$ cat src/rtl/common_dffram_2a1wb2r_arb.sv
// ============================================================================
// common_dffram_2a1wb2r_arb
//
// Port-A sequencer/arbiter for the 2-address, 1-write-with-bit-enable, 2-read
// DFF RAM. Two requesters (m0, m1) share RAM port A under round-robin
// arbitration. Read data comes back registered, one cycle after acceptance,
// and holds the pre-write (read-first) contents. After reset (optionally) and
// on a clr pulse the block sweeps every entry with INIT_VALUE.
//
// Ports
//   clk                 rising-edge clock
//   reset               asynchronous active-low reset
//   clr                 single-cycle pulse, starts a sweep when IDLE
//   busy                sweep pending or in progress
//   mX_valid/mX_ready   request handshake (ready is combinational grant)
//   mX_addr/wbe/wdata   request address, per-bit write enable, write data
//   mX_rvalid/mX_rdata  one-cycle read response, data held until next accept
//   ram_addra/ena/wea/dina  drive RAM port A
//   ram_douta           RAM port A read data (combinational, read-first)
// ============================================================================
module common_dffram_2a1wb2r_arb #(
    parameter int unsigned                  RAM_DATA_WIDTH = 8,
    parameter int unsigned                  RAM_ADDR_WIDTH = 4,
    parameter logic [RAM_DATA_WIDTH-1:0]    INIT_VALUE     = '0,
    parameter bit                           INIT_ON_RESET  = 1'b1
) (
    input  logic                        clk,
    input  logic                        reset,
    input  logic                        clr,
    output logic                        busy,

    input  logic                        m0_valid,
    output logic                        m0_ready,
    input  logic [RAM_ADDR_WIDTH-1:0]   m0_addr,
    input  logic [RAM_DATA_WIDTH-1:0]   m0_wbe,
    input  logic [RAM_DATA_WIDTH-1:0]   m0_wdata,
    output logic                        m0_rvalid,
    output logic [RAM_DATA_WIDTH-1:0]   m0_rdata,

    input  logic                        m1_valid,
    output logic                        m1_ready,
    input  logic [RAM_ADDR_WIDTH-1:0]   m1_addr,
    input  logic [RAM_DATA_WIDTH-1:0]   m1_wbe,
    input  logic [RAM_DATA_WIDTH-1:0]   m1_wdata,
    output logic                        m1_rvalid,
    output logic [RAM_DATA_WIDTH-1:0]   m1_rdata,

    output logic [RAM_ADDR_WIDTH-1:0]   ram_addra,
    output logic                        ram_ena,
    output logic [RAM_DATA_WIDTH-1:0]   ram_wea,
    output logic [RAM_DATA_WIDTH-1:0]   ram_dina,
    input  logic [RAM_DATA_WIDTH-1:0]   ram_douta
);

    typedef enum logic {
        S_IDLE = 1'b0,
        S_INIT = 1'b1
    } state_t;

    localparam state_t                      RESET_STATE = INIT_ON_RESET ? S_INIT : S_IDLE;
    localparam logic [RAM_ADDR_WIDTH-1:0]   ADDR_ONE    = {{(RAM_ADDR_WIDTH-1){1'b0}}, 1'b1};

    state_t                         state;
    state_t                         next_state;
    logic [RAM_ADDR_WIDTH-1:0]      sweep_cnt;
    // 1 = m1 was granted most recently, so m0 wins the next conflict.
    logic                           last_grant;
    logic                           grant0;
    logic                           grant1;

    // ------------------------------------------------------------------
    // Next state, arbitration and RAM port-A drive
    // ------------------------------------------------------------------
    always_comb begin
        next_state = state;
        grant0     = 1'b0;
        grant1     = 1'b0;
        ram_ena    = 1'b0;
        ram_addra  = '0;
        ram_wea    = '0;
        ram_dina   = '0;

        unique case (state)
            S_INIT: begin
                ram_ena   = 1'b1;
                ram_wea   = '1;
                ram_addra = sweep_cnt;
                ram_dina  = INIT_VALUE;
                if (sweep_cnt == '1) begin
                    next_state = S_IDLE;
                end
            end
            S_IDLE: begin
                if (clr) begin
                    next_state = S_INIT;
                end else if (m0_valid && m1_valid) begin
                    grant0 = last_grant;
                    grant1 = ~last_grant;
                end else begin
                    grant0 = m0_valid;
                    grant1 = m1_valid;
                end

                if (grant0) begin
                    ram_ena   = 1'b1;
                    ram_addra = m0_addr;
                    ram_wea   = m0_wbe;
                    ram_dina  = m0_wdata;
                end else if (grant1) begin
                    ram_ena   = 1'b1;
                    ram_addra = m1_addr;
                    ram_wea   = m1_wbe;
                    ram_dina  = m1_wdata;
                end
            end
            default: next_state = RESET_STATE;
        endcase
    end

    assign m0_ready = grant0;
    assign m1_ready = grant1;
    assign busy     = (state == S_INIT) || ((state == S_IDLE) && clr);

    // ------------------------------------------------------------------
    // State, sweep counter, round-robin pointer
    // ------------------------------------------------------------------
    always_ff @(posedge clk or negedge reset) begin
        if (!reset) begin
            state      <= RESET_STATE;
            sweep_cnt  <= '0;
            last_grant <= 1'b1;
        end else begin
            state <= next_state;
            // Counter wraps to zero naturally at the last address.
            if (state == S_INIT) begin
                sweep_cnt <= sweep_cnt + ADDR_ONE;
            end else begin
                sweep_cnt <= '0;
            end
            if (grant0) begin
                last_grant <= 1'b0;
            end else if (grant1) begin
                last_grant <= 1'b1;
            end
        end
    end

    // ------------------------------------------------------------------
    // Read responses: capture read-first data at the accepting edge
    // ------------------------------------------------------------------
    always_ff @(posedge clk or negedge reset) begin
        if (!reset) begin
            m0_rvalid <= 1'b0;
            m1_rvalid <= 1'b0;
            m0_rdata  <= '0;
            m1_rdata  <= '0;
        end else begin
            m0_rvalid <= grant0;
            m1_rvalid <= grant1;
            if (grant0) begin
                m0_rdata <= ram_douta;
            end
            if (grant1) begin
                m1_rdata <= ram_douta;
            end
        end
    end

endmodule

$ cat config.mk
export PLATFORM = sky130hd
export DESIGN_NAME = common_dffram_2a1wb2r_arb
export DESIGN_NICKNAME = d
export VERILOG_FILES = /design/src/rtl/common_dffram_2a1wb2r_arb.sv
export SDC_FILE = /design/constraint.sdc
export NUM_CORES = 1
export LEC_CHECK = 0
export BUFFER_PORTS_ARGS = -buffer_cell sky130_fd_sc_hd__buf_2
export CAP_MARGIN = 30
export CORE_MARGIN = 2
export CORE_UTILIZATION = 40
export CTS_BUF_LIST = sky130_fd_sc_hd__clkbuf_4
export CTS_CLUSTER_DIAMETER = 60
export CTS_CLUSTER_SIZE = 8
export DETAILED_ROUTE_END_ITERATION = 6
export PLACE_DENSITY_LB_ADDON = 0.12
export SETUP_SLACK_MARGIN = 0.02
export SLEW_MARGIN = 20
export SYNTH_ARGS = -nofsm -noshare
export SYNTH_HDL_FRONTEND = slang
export SYNTH_SLANG_ARGS = --single-unit
$ cat constraint.sdc
create_clock -name clk -period 2.01 [get_ports clk]
set_input_delay 0.1005 -clock clk [delete_from_list [all_inputs] [get_ports clk]]
set_output_delay 0.1005 -clock clk [all_outputs]
set_load 0.1 [all_outputs]
==> out/results.tsv <==
stage	metric	value	unit
place	Placer Congestion	0.755	
floorplanning	Cell Rows	20	
hold_path	hold path depth	2	
critical_path	maximum fanout along the worst path	8	
layout	P&R area growth vs syn	63.3	%
yosys	synthesized instance count	108	
critical_path	data arrival time of the critical path	1.80	ns
clock_network	clock transition at the registers of the reported paths	0.13	ns
layout	most frequent cells in the layout	buf_2 (77), dfrtp_1 (22), nand3_1 (16)	
global_routing	initial antenna violation count	0	
global_routing	gr usage total	0.185	
yosys	yosys warns	0	
hold_path	Hold Crit Start	ram_douta[1]	
global_routing	number of global-route vias before repair	1137	
global_routing	largest net degree at the start of global routing	25	
critical_path	critical-path cell list	nand2b_4 -> a21oi_1 -> nand2_1 -> buf_2	
place	pre-CTS WS	0.258	ns
timing	Final Hold Violating Endpoints	0	
layout	ant diodes	0	
floorplanning	IO Count	95	
yosys	post-synth top area share	0.433	
timing	pins over their slew limit	0	
hold_path	hold path endpoint	m0_rdata[1]$_DFFE_PN0P_	
timing	Hold WS	0.0347	ns
timing	Max-slew headroom	0.602	
timing	clock skew	0.00806	ns
layout	most common cell after layout, fill and taps aside	buf_2	
drt	via count	1240	
flow_run	# Max-Cap Violations	0	
place	DPL Wire Length	2.67	mm
yosys	Synth area leaders	dfrtp_1 (43%), mux2_2 (12%), nand3_1 (6.3%)	
timing	worst slew pin tran	0.598	ns
yosys	Synth cell types	30	
critical_path	required time of the worst setup path	1.91	ns
critical_path	Worst path max stage delay	0.59	ns
yosys	Synth Register Bits	24	
critical_path	reg2reg end	m0_rdata[7]$_DFFE_PN0P_	
timing	RSZ-0062 raised after global routing	no	
critical_path	Reg-to-Reg Start	last_grant$_DFFE_PN1P_	
yosys	sequential share of the synthesized area	0.474	
timing	period utilization	0.947	
timing	min cycle time layout	1.90	ns
drt	Remaining DRCs	0	
critical_path	WP buf/inv	1	
critical_path	crit start category	flop	
floorplanning	die area	3650	um2
global_routing	Congestion Overflow GR	0	
critical_path	Crit. End Element	output port	
clock_network	htree depth	1	
timing	# setup viols final	0	
critical_path	reg2reg path depth	4	
floorplanning	Initial Utilization	0.420	
clock_network	Root Driver	clkbuf_4	
timing	worst setup margin	0.106	ns
place	DP Cell Count	242	
critical_path	slowest cell on the critical path	dfstp_2	
global_routing	first-pass GRT wire length	5.08	mm
drt	TritonRoute pass-1 iters	2	
floorplanning	Die Y	60.4	um
clock_network	CTS tree	built	
drt	Vias/cell	4.90	
layout	Non-Filler Instances	253	
clock_network	worst skew pair latency	0.30	ns
critical_path	Worst path top cell family by delay	flip-flops	
drt	drt wl/cell	13.8	um
floorplanning	Die W	60.4	um
drt	1st-iter DRT viols	101	
clock_network	clock net sink count	24	
drt	Routed Antenna Nets	0	
status	run status	completed	
yosys	Synth Area per Inst	11.8	um2
timing	f_max	0.525	GHz
hold_path	Hold WC Path Type	in -> reg	
layout	fin nets	264	
place	port bufs	94	
layout	layout cells sized above 1	0.670	
layout	utilization of the core after routing	0.686	
floorplanning	Core ar.	3030	um2
critical_path	Reg2Reg Setup Slack	0.44	ns
yosys	area leader, netlist	dfrtp_1	
clock_network	Longest Clk Path Bufs	2	
drt	final WL	3.50	mm
yosys	Net Count, Synth	162	
yosys	Synth Cell Area	1270	um2
clock_network	TritonCTS Buffers	3	
critical_path	critical path class	reg -> out	
==> routing by layer <==
metal / vias up / wire [um] / track usage
met2: 52 / 1830 / 0.331
met4: 0 / 29 / 0.0667
met3: 2 / 240 / 0.0320
met5: - / 0 / 0
li1: 603 / - / -
met1: 583 / 1410 / 0.225
==> stage by stage <==
stage	cell area (um2)	TNS (ns)
after floorplan	1280	-4.86
after global placement	1930	0
after detailed placement	1930	0
after CTS	2040	0
after global routing	2080	0
final	2080	0
==> state kept, by name, indices dropped and copies added, names as in the netlist <==
register / cells
m1_rdata: 8
last_grant: 1
m0_rdata: 8
m1_rvalid: 1
m0_rvalid: 1
state: 1
sweep_cnt: 4
==> timing repair <==
action | 4_1_cts | 5_1_grt
resized for setup | 10 | 4
endpoints found under the hold margin | 22 | 0
endpoints found under the setup margin | 15 | 13
pin swaps | 0 | 1
setup buffers | 4 | 2
hold buffers | 1 | 0
==> worst reg2reg max path, stage by stage (launching register included) <==
cell and delay, ns:
dfstp_2 0.59, nand2b_4 0.18, nand3_4 0.19, inv_8 0.17, mux2_2 0.34
==> Yosys cell counts <==
library cell / n
and2_1: 3
dfstp_2: 2
nor2_4: 1
xor2_1: 1
nand2_1: 6
inv_1: 1
o21a_1: 1
dfrtp_1: 22
a21boi_2: 1
nand3_4: 1
nand2_2: 1
nand2b_4: 1
nor2b_1: 1
a22o_1: 8
mux2_2: 13
clkinv_1: 1
clkbuf_1: 1
a2bb2oi_1: 7
a31oi_1: 2
a21oi_1: 2
buf_6: 3
a41oi_1: 1
nor2b_2: 1
mux2_4: 3
ha_1: 1
inv_2: 2
buf_2: 1
xnor2_1: 1
o211ai_1: 3
nand3_1: 16
==> kinds of logic after synthesis <==
kind of cell               after synthesis  synth area share
DFF                                     24             0.474
muxes                                   16             0.151
AOI/OAI and AO/OA                       25             0.160
adders and majority gates                1           0.00984
buffers and inverters                    9            0.0453
xor gates and xnor gates                 2            0.0138
and+or+nand+nor                         31             0.146
==> final cells by class <==
class | count | area (um2)
multi-input combinational | 75 | 632
clock inverter | 1 | 30.0
fill | 230 | 952
inverter | 4 | 25.0
tap | 44 | 55.1
sequential | 24 | 603
clock buffer | 3 | 22.5
timing repair buffer | 102 | 708
==> worst max-delay path by stage <==
stage                           startpoint     endpoint  slack, ns  depth (start not counted)
finish              last_grant$_DFFE_PN1P_      ram_ena       0.11                          4
global route        last_grant$_DFFE_PN1P_      ram_ena       0.01                          4
detailed placement         state$_DFF_PN1_  ram_dina[5]       0.26                          5
CTS                 last_grant$_DFFE_PN1P_  ram_dina[5]       0.02                          5
floorplan                  state$_DFF_PN1_   ram_wea[0]      -0.56                          4
global placement           state$_DFF_PN1_  ram_dina[3]       0.32                          5
Power is left out: the tool's default activity adds up to more than one toggle a clock period on the data nets, which glitch-free logic cannot reach.
